`config.mk`:
```
export PLATFORM = sky130hd
export DESIGN_NAME = ready_handshake_responder
export DESIGN_NICKNAME = d
export VERILOG_FILES = /design/src/rtl/ready_handshake_responder.sv
export SDC_FILE = /design/constraint.sdc
export NUM_CORES = 1
export LEC_CHECK = 0
export BUFFER_PORTS_ARGS = -buffer_cell sky130_fd_sc_hd__buf_2
export CAP_MARGIN = 40
export CORE_ASPECT_RATIO = 0.5
export CORE_UTILIZATION = 59
export CTS_BUF_LIST = sky130_fd_sc_hd__clkbuf_4 sky130_fd_sc_hd__clkbuf_8
export DETAILED_ROUTE_END_ITERATION = 12
export PLACE_DENSITY = 0.92
export RECOVER_POWER = 25
export SYNTH_ARGS = -nofsm -noshare
export SYNTH_HDL_FRONTEND = slang
export SYNTH_SLANG_ARGS = --single-unit
export TNS_END_PERCENT = 100
```
`constraint.sdc`:
```
create_clock -name clk -period 3.65 [get_ports clk]
set_clock_uncertainty 0.1 [all_clocks]
set_input_delay 0.1825 -clock clk [delete_from_list [all_inputs] [get_ports clk]]
set_output_delay 0.1825 -clock clk [all_outputs]
set_load 0.05 [all_outputs]
```
`src/rtl/ready_handshake_responder.sv`:
```
// Responder side of the ready/readyp 4-phase handshake: after a programmable
// latency it pops a response word from a small FIFO and holds readyp until ready drops.
module ready_handshake_responder #(
  parameter int DW    = 8,
  parameter int DEPTH = 4,
  parameter int LAT_W = 4
) (
  input  logic                     clk,
  input  logic                     rst_n,
  input  logic                     ready,
  output logic                     readyp,
  output logic [DW-1:0]            rsp_data,
  input  logic [LAT_W-1:0]         latency,
  input  logic                     wr_en,
  input  logic [DW-1:0]            wr_data,
  output logic                     full,
  output logic                     empty,
  output logic [$clog2(DEPTH):0]   count,
  output logic                     busy,
  output logic                     abort,
  output logic                     overflow
);

  localparam int AW = $clog2(DEPTH);
  localparam int CW = AW + 1;

  typedef enum logic [1:0] {
    IDLE  = 2'd0,
    DELAY = 2'd1,
    ACK   = 2'd2
  } state_e;

  state_e             state_q;
  logic [LAT_W-1:0]   cnt_q;
  logic               readyp_q;
  logic [DW-1:0]      rsp_data_q;
  logic               abort_q;
  logic               overflow_q;

  logic [DW-1:0]      mem_q [DEPTH];
  logic [AW-1:0]      wr_ptr_q, rd_ptr_q;
  logic [CW-1:0]      count_q, count_d;

  logic               push;
  logic               pop;

  // Full is judged on the registered count, so a write while full is dropped
  // even when the same edge pops an entry.
  assign full  = (count_q == CW'(DEPTH));
  assign empty = (count_q == '0);
  assign push  = wr_en && !full;
  assign pop   = (state_q == DELAY) && ready && (cnt_q == '0) && !empty;

  always_comb begin
    count_d = count_q;
    if (push && !pop)      count_d = count_q + CW'(1);
    else if (pop && !push) count_d = count_q - CW'(1);
  end

  // NOTE: FIFO storage has no reset; only pointers/count define validity, so
  // the array can map to plain RAM/flops without a reset network.
  always_ff @(posedge clk) begin
    if (push) mem_q[wr_ptr_q] <= wr_data;
  end

  always_ff @(posedge clk or negedge rst_n) begin
    if (!rst_n) begin
      wr_ptr_q   <= '0;
      rd_ptr_q   <= '0;
      count_q    <= '0;
      overflow_q <= 1'b0;
    end else begin
      if (push)          wr_ptr_q   <= wr_ptr_q + AW'(1);
      if (pop)           rd_ptr_q   <= rd_ptr_q + AW'(1);
      if (wr_en && full) overflow_q <= 1'b1;
      count_q <= count_d;
    end
  end

  // NOTE: sequential state uses non-blocking assignments only, so every
  // register sees the pre-edge value of every other register.
  always_ff @(posedge clk or negedge rst_n) begin
    if (!rst_n) begin
      state_q    <= IDLE;
      cnt_q      <= '0;
      readyp_q   <= 1'b0;
      rsp_data_q <= '0;
      abort_q    <= 1'b0;
    end else begin
      abort_q <= 1'b0;
      case (state_q)
        IDLE: begin
          if (ready) begin
            state_q <= DELAY;
            cnt_q   <= latency;
          end
        end
        DELAY: begin
          if (!ready) begin
            state_q <= IDLE;
            abort_q <= 1'b1;
          end else if (cnt_q != '0) begin
            cnt_q <= cnt_q - LAT_W'(1);
          end else if (pop) begin
            state_q    <= ACK;
            readyp_q   <= 1'b1;
            rsp_data_q <= mem_q[rd_ptr_q];
          end
          // An empty FIFO with an expired count stalls here until a word arrives.
        end
        ACK: begin
          if (!ready) begin
            state_q  <= IDLE;
            readyp_q <= 1'b0;
          end
        end
        default: begin
          state_q  <= IDLE;
          readyp_q <= 1'b0;
        end
      endcase
    end
  end

  assign readyp   = readyp_q;
  assign rsp_data = rsp_data_q;
  assign abort    = abort_q;
  assign overflow = overflow_q;
  assign count    = count_q;
  assign busy     = (state_q != IDLE);

endmodule

```
==> impl_results.md, run 1 <==
* Root buffer selected by CTS: clkbuf_8
* Final Non-Filler Cells at between 200 and 250
* Worst-path clk slew at approximately 90 ps
* RSZ-0062 raised after global routing: false
* Setup Buffers After CTS at 0
* Worst min path class: input port to flip-flop
* Synth warn at 0
* N_diodes at 0
* Status: complete, no violations
* DP HPWL at 2836 um
* DRT Wirelength at 4345 um
* Clock Tree Buf Depth at 2
* Vias in the first global route at 1396
* Synthesized area at 0.002390 sq mm
* Leakage power at 0.001135 uW
* Synth top area share at 40.21%
* DR iter-0 viols at 34
* Die width at 92.01 um
* Rel. slew slack at 60.68%
* # DRC at 0
* Post-Synthesis Cells at between 100 and 150
* Synth area leaders: edfxtp_1 40%, dfrtp_1 25%, mux4_2 7.5%
* Antenna-violating nets left at 0
* Die Ht at 47.01 um
* Antenna violations before repair at 0
* Max-Cap Viols at 0
* Post-route setup TNS at 0 ps
* Final setup fails at 0
* Crit start category: flip-flop
* Total GRT Usage at 23.14%
* CTS HTree Levels at 2
* Critical Path RT at 3750 ps
* Largest net degree at the start of global routing at 25
* Drt first pass iters at 4
* Post-synth EDFFs at 32
* Area Growth Syn to Fin at 17.54%
* Clk Latency, worst-skew pair at 310 ps
* Global route overflow at 0
* Ports at 33
* Netlist cell types at 41
* Vias per cell at approximately 5.5
* Drt wl/cell at approximately 18 um
* Mapped Nets at 168
* Final Hold Fails at 0
* Final WS setup at 932.9 ps
* Synthesized area per cell at 16.48 sq um
* Nets at 214
* DR vias at 1337
* Commonest cells after routing, fill and taps aside: 32 x edfxtp_1, 24 x dfrtp_1, 24 x buf_2, 11 x dlygate4sd3_1
* Crit path kind: flip-flop to flip-flop
* Routability-driven placement congestion ratio at 0.8978
* Worst-Margin Slew at 589.8 ps
* Cell taking the most area after synthesis: edfxtp_1
* Num Clock Sinks at 56
* Post-synthesis sequential area ratio at between 60% and 70%
* Place WS at 949.7 ps
* CP max FO at 11
* Total CTS buffers at 5
* FMAX at 368.0 MHz
* Async set or reset register ratio after synthesis at 42.86%
* Slew Limit Fails at 0
* Core Area at 0.003641 sq mm
* Initial Utilization at 65.64%
* First-pass GRT wire length at 6913 um
* Commonest non-fill, non-tap cell in the layout: edfxtp_1
* Final Cycle Share at 74.44%
* Clock period minus worst slack at 2717 ps
* Power density over the cells at around 810 mW/mm^2
* Input/output buffers at 32
* Std-Cell Rows at 15
* Main synth FF type: edfxtp_1
* Die Area at about 0.0043 sq mm
* Crit end category: flip-flop
* CTS tree: built
* CP arrival at 2820 ps
* Placed cells at 224
* Seq cells post-synth at 56
* Share of layout cells above drive strength 1 at 28.65%
* Worst VDD drop at 0.0003143 V
worst paths after layout:
check                            from          end  slack (ps)  cells past startpoint
max                          cnt_q[0]     count[1]         930                     10
min in group asynchronous       rst_n  rsp_data[4]         270                      2
max reg2reg                  cnt_q[0]     count[1]         930                     10
min                        latency[2]     cnt_q[2]          30                      2
max in group asynchronous       rst_n        abort        2810                      2
min reg2reg                    readyp       readyp         390                      1
repair_timing:
item	in CTS	in global routing
hold endpoints to repair	58	0
hold buffers	11	0
resized for setup	0	0
through the flow:
step	cell area [sq um]	utilization (%)	hold slack, ps	power, uW
detailed placement	2594	71.24	94.48	1850
global placement	2594	71.24	93.79	1807
CTS	2819	77.42	23.03	2265
floorplan	2390	-	-213.1	1643
finish	2809	77.15	29.36	2271
global route	2809	77.15	27.53	2391
critical path, cell delays in order (launching register included):
cell	delay, ps
dfrtp_1	400
inv_1	80
ha_1	220
or3b_1	410
nor3_2	170
buf_4	250
inv_2	50
ha_1	200
inv_1	80
fa_1	400
mux2_2	260
synth_stat cells (all sizes together) (2+ instances only):
library cell / count
ha: 6
clkbuf: 2
nand3b: 3
nor3: 4
inv: 9
a21o: 2
nor2b: 3
xor2: 4
xnor2: 2
mux4: 8
nand4: 2
mux2: 10
buf: 3
nor2: 3
o21ai: 5
and2: 4
a21oi: 2
edfxtp: 32
dfrtp: 24
nand2: 2
or2: 2
sequential cells by signal, summed over array words and instances (netlist names):
name	flops
abort	1
cnt_q	4
count	3
mem_q	32
overflow	1
rd_ptr_q	2
readyp	1
rsp_data	8
state_q	2
wr_ptr_q	2
logic make-up after synthesis:
logic type	after synthesis	synth area share [%]
fa+ha+maj	7	3.979
simple gates	30	8.535
xor+xnor	6	2.199
flops	56	65.34
compound gates	14	4.031
mux	18	13.35
buf+inv	14	2.565
metal layers:
layer / wire (um) / vias to the layer above / track usage [%]
met5: 0 / - / 0
met4: 95 / 0 / 10.00
met3: 264 / 10 / 5.825
met2: 2155 / 42 / 41.49
met1: 1830 / 658 / 28.42
li1: - / 627 / -
power breakdown:
part	leakage [uW]	switching [uW]	total [uW]	internal (uW)
Clock	0.0000592	199	414	215
Sequential	0.000587	162	1020	858
Combinational	0.000488	515	837	322
area by class of cell:
type | instances | area, sq um
tap | 51 | 63.81
inverter | 9 | 33.78
clock buffer | 6 | 76.32
fill | 205 | 832.0
sequential | 56 | 1562
timing repair buffer | 44 | 267.8
multi-input combinational | 75 | 767.0
clock inverter | 2 | 38.79
No activity file was read; power rests on OpenSTA's default activity.
==> inputs of run 2 (changes only) <==
==> constraint.sdc (replaced) <==
create_clock -name clk -period 2.83 [get_ports clk]
set_clock_uncertainty 0.1 [all_clocks]
set_input_delay 0.1415 -clock clk [delete_from_list [all_inputs] [get_ports clk]]
set_output_delay 0.1415 -clock clk [all_outputs]
set_load 0.05 [all_outputs]
==> run 2 against run 1 <==
  * Sequential power is 29% higher
  * Critical endpoint unchanged
  * First-iteration DRC count is 29% higher
  * Via count is 1.3% higher
  * Largest power group unchanged
  * Power is 30% higher
  * Clock power is 26% higher
  * Largest cell class unchanged
  * Die area stayed put
  * Routed wire length is 4.7% lower
  * Combinational power is 33% higher
  * Worst setup slack worse by 680 ps
  * Critical path depth is 1 lower
  * Sequential cell count stayed put
==> impl_results.md, run 2 (synthesis results as in run 1) <==
* Hold EP: cnt_q[3]
* Sw Pwr at 1120 uW
* Gate power share at 37.6%
* Hold Crit Depth at 2
* Worst flop-to-flop path endpoint: count[1]
* Crit start category: flip-flop
* Worst-Margin Slew at 583.2 ps
* Origin of the worst min-delay path: latency[3]
* Drt wl/cell at 16.89 um
* Crit end category: flip-flop
* Vias per cell at 5.527
* CP arrival at 2660 ps
* Root buffer selected by CTS: clkbuf_8
* Post_cts resized at 0
* Power density over the cells at 1038 mW/mm^2
* RSZ-0062 raised after global routing: false
* # DRC at 0
* Max-Cap Viols at 0
* Internal power at about 1800 uW
* Reg with most FFs: mem_q
* Vias in the first global route at around 1.3k
* Setup Buffers After CTS at 0
* Largest net degree at the start of global routing at 25
* Multi-input gate area at 779.5 sq um
* Antenna-violating nets left at 0
* First-pass GRT wire length at 6561 um
* Worst VDD drop at 0.0006217 V
* Placed cells at 225
* Slew Limit Fails at 0
* Critical path origin: cnt_q[0]
* CTS tree: built
* R2R Path Start: cnt_q[0]
* Initial Utilization at between 60 and 70%
* Final setup fails at 0
* Commonest non-fill, non-tap cell in the layout: edfxtp_1
* DP HPWL at 2749 um
* Filler cells at between 200 and 250
* Die width at 92.01 um
* Clock power frac at 17.7%
* Antenna violations before repair at 0
* Area Growth Syn to Fin at 18.74%
* Core Area at 0.003641 sq mm
* Nets at 216
* FF-to-FF setup slack at 260 ps
* Hold-fix buffers, CTS at 12
* Worst min path class: input port to flip-flop
* Drt first pass iters at 4
* DRT Wirelength at 4139 um
* N_diodes at 0
* Clk Latency, worst-skew pair at approximately 300 ps
* Final Hold Fails at 0
* Die Area at 0.004325 sq mm
* Critical Path RT at 2910 ps
* Input/output buffers at 32
* DR iter-0 viols at 44
* Sequential power share at between 40% and 50%
* FMAX at 388.7 MHz
* Clock Tree Buf Depth at 2
* Switching fraction of total power at 38.03%
* Crit path kind: flip-flop to flip-flop
* Worst-path clk slew at 90 ps
* Final Non-Filler Cells at around 250
* CTS HTree Levels at 2
* Routability-driven placement congestion ratio at 0.7561
* CP max FO at 5
* Share of layout cells above drive strength 1 at between 20% and 30%
* Die Ht at approximately 47 um
* Num Clock Sinks at 56
* Rel. slew slack at 61.12%
* Crit path max-delay cell type: fa_1
* Status: complete, no violations
* DR vias at 1354
* Clock period minus worst slack at around 2600 ps
* Total CTS buffers at 5
* Leakage power at 0.001149 uW
* Global route overflow at 0
* Post-route setup TNS at 0 ps
* Number of flip-flops in the largest register at 32
* Total GRT Usage at 21.48%
* Worst-path cell chain: inv_1 > ha_1 > or3b_1 > nor3_2 > inv_2 > ha_1 > inv_1 > fa_1 > mux2_2
* Ports at 33
* Register Area at 0.001562 sq mm
* Max incr delay on CP at 430 ps
* Final Cycle Share at between 90% and 100%
* Commonest cells after routing, fill and taps aside: 32 x edfxtp_1, 24 x dfrtp_1, 24 x buf_2, 12 x dlygate4sd3_1
* Std-Cell Rows at 15
* R2r worst-path depth at 9
run 2: cell count changes in the layout (fill, tap and decap cells not counted):
cell,delta
buf_4,+1
clkbuf_4,+1
dlygate4sd3_1,+1
inv_6,-1
nor3_2,-1
nor3_4,+1
nor3b_2,-1
nor3b_4,+1
run 2: final cells by class:
type,count,area share [%]
clock buffer,7,2.954
clock inverter,1,1.058
inverter,9,1.190
multi-input combinational,75,27.47
sequential,56,55.03
tap,51,2.249
timing repair buffer,46,10.05
run 2: how the worst max path moves through the flow:
| stage | endpoint | slack [ps] | cells after the start |
|---|---|---|---|
| CTS | count[1] | 260 | 9 |
| global route | count[1] | 140 | 9 |
| detailed placement | count[1] | 310 | 9 |
| finish | count[1] | 260 | 9 |
| floorplan | count[2] | 60 | 10 |
| global placement | count[1] | 400 | 9 |
run 2: power by group through the flow:
stage,clock (uW),combinational (uW),sequential [uW]
2_1_floorplan,0,589,1550
3_3_place_gp,0,1030,1320
3_5_place_dp,0,1090,1330
4_1_cts,529,1110,1320
5_1_grt,558,1180,1350
6_report,522,1110,1320
run 2: worst max-delay path: cells and delay by family (launching register included):
kind                       cells  cell delay [ps]
adders and majority gates      3              840
buffers and inverters          3              210
DFF                            1              400
muxes                          1              280
and+or+nand+nor                2              630
run 2: metal layers:
metal	vias to the layer above	global-route usage, %	routed length [um]
li1	632	-	-
met4	0	8.438	78
met2	39	36.72	2032
met1	674	27.85	1844
met3	9	5.663	185
met5	-	0	0
run 2: metrics by stage:
step	area, sq um	setup WS, ps	hold slack (ps)	total power, uW	utilization, %
2_1_floorplan	2402	55.44	-254.1	2141	-
3_3_place_gp	2614	404.8	47.16	2349	71.79
3_5_place_dp	2614	310.2	56.66	2419	71.79
4_1_cts	2848	261.6	20.50	2958	78.21
5_1_grt	2838	143.3	20.07	3086	77.94
6_report	2838	257.0	21.71	2945	77.94
==> inputs of run 3 (changes only) <==
--- a/config.mk
+++ b/config.mk
@@ -7,7 +7,7 @@
 export LEC_CHECK = 0
 export BUFFER_PORTS_ARGS = -buffer_cell sky130_fd_sc_hd__buf_2
 export CAP_MARGIN = 40
-export CORE_ASPECT_RATIO = 0.5
+export CORE_ASPECT_RATIO = 2
 export CORE_UTILIZATION = 59
 export CTS_BUF_LIST = sky130_fd_sc_hd__clkbuf_4 sky130_fd_sc_hd__clkbuf_8
 export DETAILED_ROUTE_END_ITERATION = 12
==> run 3 against run 2 <==
  * Non-clock buffer count shrank 1
  * Die area is essentially flat
  * Routed wire length grew 6.3%
  * First-iteration DRC count shrank 16%
  * Core utilization shrank 5.5 points
  * Combinational power is essentially flat
  * Global-route usage grew 1.9 points
  * Worst hold slack gained 13 ps
  * Worst setup slack gained 21 ps
  * Clock-buffer cell count shrank 2
  * Clock power shrank 14%
  * Critical endpoint unchanged
  * Largest cell class unchanged
  * Highest routed layer unchanged
==> impl_results.md, run 3 (synthesis results as in run 1) <==
* Status: complete, no violations
* Hold Crit Depth at 2
* Vias per cell at 5.803
* Final Hold Fails at 0
* Area Growth Syn to Fin at 17.70%
* Hold EP: cnt_q[3]
* Die Area at 0.004324 sq mm
* Drt first pass iters at 5
* Commonest non-fill, non-tap cell in the layout: edfxtp_1
* Reg with most FFs: mem_q
* N_diodes at 0
* Crit path max-delay cell type: or3b_1
* Antenna violations before repair at 0
* Met2 WL post-DR at 2592 um
* DRT Wirelength at 4398 um
* Worst-path clk slew at roughly 100 ps
* Top Metal Used: met4
* Global route overflow at 0
* Total CTS buffers at 5
* Ports at 33
* Power density over the cells at 1018 mW/mm^2
* Worst min path class: input port to flip-flop
* Crit start category: flip-flop
* Total GRT Usage at 23.38%
* Met3 wire length at between 100 and 150 um
* # DRC at 0
* Met1 wire length at roughly 1600 um
* Worst-path cell chain: inv_1 > ha_1 > or3b_1 > nor3_2 > inv_2 > ha_1 > inv_1 > fa_1 > mux2_2
* Clock period minus worst slack at 2552 ps
* CP arrival at 2660 ps
* Initial Utilization at around three fifths
* DR vias at between 1k and 1.5k
* R2r worst-path depth at 9
* Crit end category: flip-flop
* Post-route setup TNS at 0 ps
* Largest net degree at the start of global routing at 25
* Commonest cells after routing, fill and taps aside: 32 x edfxtp_1, 24 x dfrtp_1, 24 x buf_2, 12 x dlygate4sd3_1
* Worst flop-to-flop path endpoint: count[1]
* Core Area at approximately 0.004 sq mm
* Final setup fails at 0
* Origin of the worst min-delay path: latency[3]
* Input/output buffers at 32
* Max-Cap Viols at 0
* Register Area at 0.001562 sq mm
* Crit path kind: flip-flop to flip-flop
* Die width at 47 um
* R2R Path Start: cnt_q[0]
* Place WS at roughly 320 ps
* Slew Limit Fails at 0
* Antenna-violating nets left at 0
* Critical Path RT at 2930 ps
* CP delay by family, top: adder cells
* Die Ht at around 92 um
* RSZ-0062 raised after global routing: false
* Num Clock Sinks at between 50 and 60
* FF-to-FF setup slack at about 280 ps
* CTS tree: built
* Final Util at 72.42%
* Final Non-Filler Cells at 244
* Worst VDD drop at 0.0005983 V
* Vias in the first global route at approximately 1.5k
* Drt wl/cell at 18.02 um
* Clk Latency, worst-skew pair at 310 ps
* DR iter-0 viols at 37
* DP HPWL at 3197 um
* First-pass GRT wire length at slightly below 7000 um
* Critical path origin: cnt_q[0]
* Leakage power at 0.001131 uW
* Rel. slew slack at 59.84%
* Share of layout cells above drive strength 1 at 28.50%
* Nets at 215
* Clock Tree Buf Depth at 2
* Routability-driven placement congestion ratio at about 0.71
* Number of flip-flops in the largest register at 32
* CTS HTree Levels at 2
* Final WS setup at 277.9 ps
* Multi-input gate area at 779.5 sq um
* Final Cycle Share at 90.18%
* Worst-Margin Slew at roughly 600 ps
* CP max FO at 5
* WHS at approximately 35 ps
* FMAX at 391.8 MHz
* Filler cells at between 200 and 300
* Std-Cell Rows at 32
* Root buffer selected by CTS: clkbuf_8
* Number of buffer and inverter stages on the critical path at 3
* Max incr delay on CP at 410 ps
* Placed cells at 224
==> run 3: cell count changes in the layout (fill, tap and decap cells not counted) <==
cell	before	now
clkinv_4	0	1
clkbuf_4	2	0
clkinvlp_4	0	1
bufinv_16	1	0
inv_8	0	1
buf_4	2	1
==> run 3: repair_timing <==
item	4_1_cts	5_1_grt
endpoints found under the hold margin	59	0
setup buffers	0	0
hold buffers	12	0
resized for setup	0	0
==> run 3: per-stage QoR <==
step | total power [uW] | instance area [sq um]
floorplan | 2141 | 2402
global placement | 2347 | 2606
detailed placement | 2428 | 2606
CTS | 2888 | 2823
global route | 2997 | 2813
finish | 2864 | 2813
==> run 3: how the worst max path moves through the flow <==
stage	end	slack (ps)	cells after the start
detailed placement	count[1]	320	9
global route	count[1]	160	9
floorplan	count[2]	60	10
CTS	count[1]	290	9
finish	count[1]	280	9
global placement	count[1]	410	9
==> run 3: area by class of cell <==
| type | instances | area share, % |
|---|---|---|
| Sequential cell | 56 | 55.52 |
| Multi-Input combinational cell | 75 | 27.71 |
| Timing Repair Buffer | 45 | 9.875 |
| Clock buffer | 5 | 2.447 |
| Tap cell | 51 | 2.269 |
| Inverter | 9 | 1.201 |
| Clock inverter | 3 | 0.9786 |
==> run 3: routing by layer <==
| layer | global-route usage, % | vias to the layer above |
|---|---|---|
| met4 | 11.19 | 0 |
| met3 | 3.740 | 12 |
| li1 | - | 632 |
| met5 | 0 | - |
| met1 | 24.25 | 731 |
| met2 | 41.90 | 41 |
==> run 3: power breakdown <==
group	switching, uW	internal, uW	leakage (uW)
sequential	225	1110	0.000587
clock	268	182	0.0000463
combinational	658	424	0.000497
total	1150	1710	0.00113
